[src/rtl/divider_pkg.sv]
// Shared constants and helpers for the RTC one-second clock divider.
package divider_pkg;

    localparam int SYNC_STAGES   = 2;
    localparam int MIN_BASE_FREQ = 2;

    // Counter width, never narrower than one bit.
    function automatic int cnt_width(input int freq);
        int w;
        w = $clog2(freq);
        return (w < 1) ? 1 : w;
    endfunction

endpackage

[src/rtl/divider_trig_edge.sv]
// Rising-edge detector for the re-phase trigger.
// DIVIDER_TRIG_SYNC_EN adds a 2-flop synchronizer ahead of the edge register.
module divider_trig_edge
    import divider_pkg::*;
(
    input  logic clk,
    input  logic rst,
    input  logic trig,
    output logic trig_rise
);

    logic trig_s;
    logic trig_q;

`ifdef DIVIDER_TRIG_SYNC_EN
    logic [SYNC_STAGES-1:0] sync_q;

    always_ff @(posedge clk) begin
        if (rst) sync_q <= '0;
        else     sync_q <= {sync_q[SYNC_STAGES-2:0], trig};
    end

    assign trig_s = sync_q[SYNC_STAGES-1];
`else
    assign trig_s = trig;
`endif

    always_ff @(posedge clk) begin
        if (rst) trig_q <= 1'b0;
        else     trig_q <= trig_s;
    end

    assign trig_rise = trig_s & ~trig_q;

endmodule

[src/rtl/divider.sv]
// Divides clk (BASE_FREQ Hz) to a one-cycle one_hz pulse; a rising trig restarts the interval.
// Optional trig synchronizer enabled by DIVIDER_TRIG_SYNC_EN.
module divider
    import divider_pkg::*;
#(
    parameter int BASE_FREQ = 4
) (
    input  logic clk,
    input  logic rst,
    input  logic trig,
    output logic one_hz
);

    localparam int            CW = cnt_width(BASE_FREQ);
    localparam logic [CW-1:0] TC = CW'(BASE_FREQ - 1);

    generate
        if (BASE_FREQ < MIN_BASE_FREQ) begin : g_bad_freq
            $error("divider: BASE_FREQ must be >= 2");
        end
    endgenerate

    logic          trig_rise;
    logic [CW-1:0] cnt;

    divider_trig_edge u_trig_edge (
        .clk       (clk),
        .rst       (rst),
        .trig      (trig),
        .trig_rise (trig_rise)
    );

    // A restart wins over a coinciding terminal count, so no pulse at the old phase.
    always_ff @(posedge clk) begin
        if (rst) begin
            cnt    <= '0;
            one_hz <= 1'b0;
        end else if (trig_rise) begin
            cnt    <= '0;
            one_hz <= 1'b0;
        end else if (cnt == TC) begin
            cnt    <= '0;
            one_hz <= 1'b1;
        end else begin
            cnt    <= cnt + CW'(1);
            one_hz <= 1'b0;
        end
    end

endmodule

[config.mk]
export PLATFORM = sky130hd
export DESIGN_NAME = divider
export DESIGN_NICKNAME = d
export VERILOG_FILES = /design/src/rtl/divider_pkg.sv /design/src/rtl/divider_trig_edge.sv /design/src/rtl/divider.sv
export SDC_FILE = /design/constraint.sdc
export NUM_CORES = 1
export LEC_CHECK = 0
export CAP_MARGIN = 10
export CORE_AREA = 5 5 42 44
export DETAILED_ROUTE_END_ITERATION = 16
export DIE_AREA = 0 0 47 49
export HOLD_SLACK_MARGIN = 0.08
export SLEW_MARGIN = 20
export SYNTH_ARGS = -nofsm -noshare
export SYNTH_HDL_FRONTEND = slang
export SYNTH_SLANG_ARGS = --single-unit
[constraint.sdc]
create_clock -name clk -period 1.05 [get_ports clk]
set_input_delay 0.105 -clock clk [delete_from_list [all_inputs] [get_ports clk]]
set_output_delay 0.105 -clock clk [all_outputs]
set_load 0.01 [all_outputs]
==> results of run 1 <==
Yosys cell counts (all sizes together):
cell type  count  share of area
nor4           1          0.085
ha             1          0.085
nor3b          1          0.051
nor4b          1           0.10
nor2b          2           0.14
dfxtp          4           0.54
metrics by stage:
step,area (µm²),instances,power (mW),utilization
CTS,219,32,0.399,0.156
detailed placement,198,29,0.198,0.141
global placement,198,29,0.194,0.141
global route,219,32,0.415,0.156
finish,219,32,0.391,0.156
floorplan,148,10,0.183,-
worst reg2reg max path: stages, from the launching register on:
cell and delay, ns:
dfxtp_1 0.32, ha_1 0.24, nor4b_2 0.26
flip-flops by register name (all words and copies together), names as in the netlist:
register / count
u_trig_edge.trig_q: 1
one_hz: 1
cnt: 2
routing by layer:
| metal | track usage | vias to the layer above | share of wire |
|---|---|---|---|
| met4 | 0.0691 | 0 | 0 |
| li1 | - | 48 | - |
| met3 | 0.0258 | 0 | 0.11 |
| met5 | 0 | - | 0 |
| met1 | 0.0374 | 51 | 0.40 |
| met2 | 0.0339 | 6 | 0.48 |
path summary, 6_finish.rpt:
kind,from,to,slack (ns)
min,cnt[0],cnt[0],0.45
max reg2reg,cnt[0],cnt[1],0.14
max,cnt[0],cnt[1],0.14
min reg2reg,cnt[0],cnt[0],0.45
power by group through the flow:
| stage | logic (mW) | registers [mW] | clock network, mW |
|---|---|---|---|
| floorplan | 0.0162 | 0.167 | 0 |
| global placement | 0.0273 | 0.167 | 0 |
| detailed placement | 0.0297 | 0.168 | 0 |
| CTS | 0.0303 | 0.166 | 0.203 |
| global route | 0.0328 | 0.166 | 0.216 |
| finish | 0.0294 | 0.166 | 0.196 |
cells in the final DEF, fill, tap and decap left out:
master,instances
dfxtp_1,4
clkbuf_4,3
clkdlybuf4s50_1,2
nor2b_1,1
nor2b_4,1
nor3b_1,1
nor4b_2,1
nor4_2,1
ha_1,1
dlygate4sd2_1,1
cells by family (layout without fill, tap and decap cells):
kind of cell               Yosys count  count (layout)  share of synthesized area
adders and majority gates            1               1                     0.0847
buffers and inverters                0               6                          0
DFF                                  4               4                      0.542
and+or+nand+nor                      5               5                      0.373
what timing repair did:
item                       in CTS  in global routing
gates resized for setup         1                  0
hold buffers                    0                  0
setup endpoints to repair       1                  0
buffers inserted                0                  0
layout make-up:
type | instances | area [µm²] | area share
Tap cell | 16 | 20.0 | 0.0914
Clock buffer | 3 | 22.5 | 0.103
Multi-Input combinational cell | 6 | 67.6 | 0.309
Timing Repair Buffer | 3 | 28.8 | 0.131
Sequential cell | 4 | 80.1 | 0.366
==> results_dict.tcl, run 1 <==
set metrics [dict create \
    seq_area_frac_synth 0.542 \
    grtUsageTotal 0.0381 \
    power.leakage_nw 0.0883 \
    finalHoldViolCount 0 \
    portBuffers 3 \
    max_freq_ghz 1.10 \
    status "finished clean" \
    maxSlewHeadroom 0.866 \
    syn_avg_cell_area_um2 14.8 \
    yosysWarnings 0 \
    skew_ns 0.000605 \
    cts_sinks 4 \
    post_route_cells_drive_above_1_share 0.375 \
    num_vias 105 \
    slowest_stage "dfxtp_1" \
    antenna_cells 0 \
    synth_area_um2 148 \
    dr.pass1.iters 2 \
    fin_setup_tns_ns 0 \
    io_pins 4 \
    die_height_um 49 \
    synth.distinct_cells 7 \
    gp_congestion 0.586 \
    drv_cap 0 \
    tightest_slew_ns 0.201 \
    rr_worst_depth 2 \
    period_needed_ns 0.907 \
    p_int_uw 308 \
    cp_top_family "flip-flops" \
    rows 14 \
    drcViolationCount 0 \
    die_area_mm2 0.00230 \
    nets 22 \
    worstPathBufferInverterCount 0 \
    ir_drop_mv 0.325 \
    overflow 0 \
    whs_path_depth 1 \
    clkPwrFrac 0.501 \
    setup-violations-final 0 \
    dpl.hpwl_um 232 \
    startpoint_type "flop" \
    cts-root-buf "clkbuf_4" \
    p_sw_uw 83.0 \
    post-place-ws_ns 0.0329 \
    p_per_area_mw_per_mm2 1780 \
    setup_slack_ns 0.143 \
    die_x_um 47 \
    worst_skew_pair.late_latency_ns 0.24 \
    cpPeakStageDelay_ns 0.32 \
    cp.arrival_ns 1.05 \
    grt_pass1_vias 131 \
    cts_tree "yes" \
    fp.coreArea_mm2 0.00140 \
    grt_pass1_wl_um 503 \
    cp.required_ns 1.20 \
    area_delta_synth_final_pct 48.3 \
    finalMaxSlewViolations 0 \
    hp-class "reg -> reg" \
    endpoint_kind "flop" \
    viasPerCell 3.28 \
    path_cells "ha_1 -> nor4b_2" \
    grt_max_degree 5 \
    crit_path_max_fanout 3 \
    clk_pin_slew_ns 0.04 \
    cts_buffer_depth 2 \
    whs_ns 0.453 \
    sw_frac_of_total 0.213 \
    seq_power_share 0.424 \
    min_period_over_period 0.864 \
    drt-initial-drc-count 1 \
    path_depth 2 \
    fillers 162 \
    wl_per_cell_um 10.2 \
    numCtsBuffers 3 \
    rsz0062_at_grt "no" \
    postRouteAntennaNets 0 \
    crit_type "reg -> reg" \
    power_frac_comb 0.075 \
    synth_cells 10 \
    wirelength_um 327 \
    mappedNetlistNets 14 \
    start_util 0.105 \
    ys_ff_latch 4 \
    htreeDepth 1 \
    antenna_found_initial 0 \
]
No activity file was read; power rests on OpenSTA's default activity.
==> run 2: changes to the inputs <==
CTS_CLUSTER_SIZE = 20   (was default)
==> results of run 2 <==
Same layout as run 1: the final DEF is identical, and so are final timing and power.
==> run 3: changes to the inputs <==
RECOVER_POWER = 50   (was default)
==> run 3 against run 2 <==
Final cell count unchanged. Flip-flop and latch count unchanged. Hold slack unchanged. Sequential power about the same. Non-clock buffer count unchanged. Total power down 0.19%. Highest routed layer unchanged.
==> results_dict.tcl, run 3 (synthesis results as in run 1) <==
set metrics [dict create \
    status "finished clean" \
    grt_pass1_wl_um 503 \
    cts_hold_buf 0 \
    cp.arrival_ns 1.05 \
    fin_setup_tns_ns 0 \
    p_sw_uw 83.0 \
    cp.required_ns 1.20 \
    p_per_area_mw_per_mm2 1780 \
    crit_path_max_fanout 3 \
    period_needed_ns 0.907 \
    grt_pass1_vias 131 \
    hp-class "reg -> reg" \
    finalMaxSlewViolations 0 \
    worst_skew_pair.late_latency_ns 0.24 \
    die_x_um 47 \
    largest-register "cnt" \
    stdcell_count 32 \
    final_cell_area_um2 219 \
    cts_sinks 4 \
    seq_power_share 0.425 \
    gp_congestion 0.586 \
    antenna_found_initial 0 \
    endpoint_kind "flop" \
    largestRegisters "cnt (2), one_hz (1), u_trig_edge.trig_q (1)" \
    wirelength_um 326 \
    dp_cells 29 \
    overflow 0 \
    final_util 0.156 \
    die_height_um 49 \
    num_vias 105 \
    cts_resized 1 \
    cts-root-buf "clkbuf_4" \
    power_uw 390 \
    finalHoldViolCount 0 \
    rsz0062_at_grt "no" \
    final_common_cell "dfxtp_1" \
    cts_buffer_depth 2 \
    setup-violations-final 0 \
    ir_drop_mv 0.325 \
    skew_ns 0.000605 \
    drv_cap 0 \
    nets 22 \
    grt_max_degree 5 \
    numCtsBuffers 3 \
    fp.coreArea_mm2 0.00140 \
    crit_type "reg -> reg" \
    place_area_um2 198 \
    power.leakage_nw 0.0886 \
    min_period_over_period 0.864 \
    post-place-ws_ns 0.0329 \
    start_util 0.105 \
    post_route_cells_drive_above_1_share 0.375 \
    dr.pass1.iters 2 \
    die_area_mm2 0.00230 \
    power_frac_comb 0.073 \
    setup_slack_ns 0.143 \
    htreeDepth 1 \
    maxSlewHeadroom 0.866 \
    sw_frac_of_total 0.213 \
    rr_worst_depth 2 \
    grtUsageTotal 0.0381 \
    dpl.hpwl_um 232 \
    area_delta_synth_final_pct 48.3 \
    max_freq_ghz 1.10 \
    layout_common_cells "dfxtp_1, clkbuf_4" \
    rows 14 \
    wl_per_cell_um 10.2 \
    drt-initial-drc-count 1 \
    cts_tree "yes" \
    clk_pin_slew_ns 0.04 \
    whs_path_depth 1 \
    portBuffers 3 \
    postRouteAntennaNets 0 \
    io_pins 4 \
    post-cts-setup-buffer-count 0 \
    clkPwrFrac 0.502 \
    drcViolationCount 0 \
    p_int_uw 307 \
    viasPerCell 3.28 \
    startpoint_type "flop" \
    largest_reg_flops 2 \
    tightest_slew_ns 0.201 \
    whs_ns 0.453 \
    antenna_cells 0 \
]
[run 3: changes by cell type in the layout (fill, tap and decap cells not counted), sizes merged]
cell           previous run  this run
clkdlybuf4s50             2         1
dlygate4sd3               0         1
[run 3: final timing paths]
| check | slack, ns | from | end |
|---|---|---|---|
| setup / recovery | 0.14 | cnt[0] | cnt[1] |
| hold / removal | 0.45 | cnt[0] | cnt[0] |
| setup reg to reg | 0.14 | cnt[0] | cnt[1] |
| hold reg to reg | 0.45 | cnt[0] | cnt[0] |
[run 3: layout make-up]
cell class	count	area, µm²
flip-flops and latches	4	80.1
fillers	162	1180
repair buffers	3	28.8
multi-input cells	6	67.6
well taps	16	20.0
clock buffers	3	22.5
[run 3: power groups by stage]
stage	clock network, mW	registers, mW	logic, mW
3_3_place_gp	0	0.167	0.0273
3_5_place_dp	0	0.168	0.0297
6_report	0.196	0.166	0.0286
4_1_cts	0.203	0.166	0.0303
5_1_grt	0.216	0.166	0.0320
2_1_floorplan	0	0.167	0.0162
[run 3: routing by layer]
layer	vias up	part of all wire	track usage
li1	48	-	-
met1	51	0.40	0.0374
met2	6	0.48	0.0339
met3	0	0.11	0.0258
met4	0	0	0.0691
met5	-	0	0
[run 3: critical path: stages, from the launching register on]
cell     delay (ns)
dfxtp_1        0.32
ha_1           0.24
nor4b_2        0.26
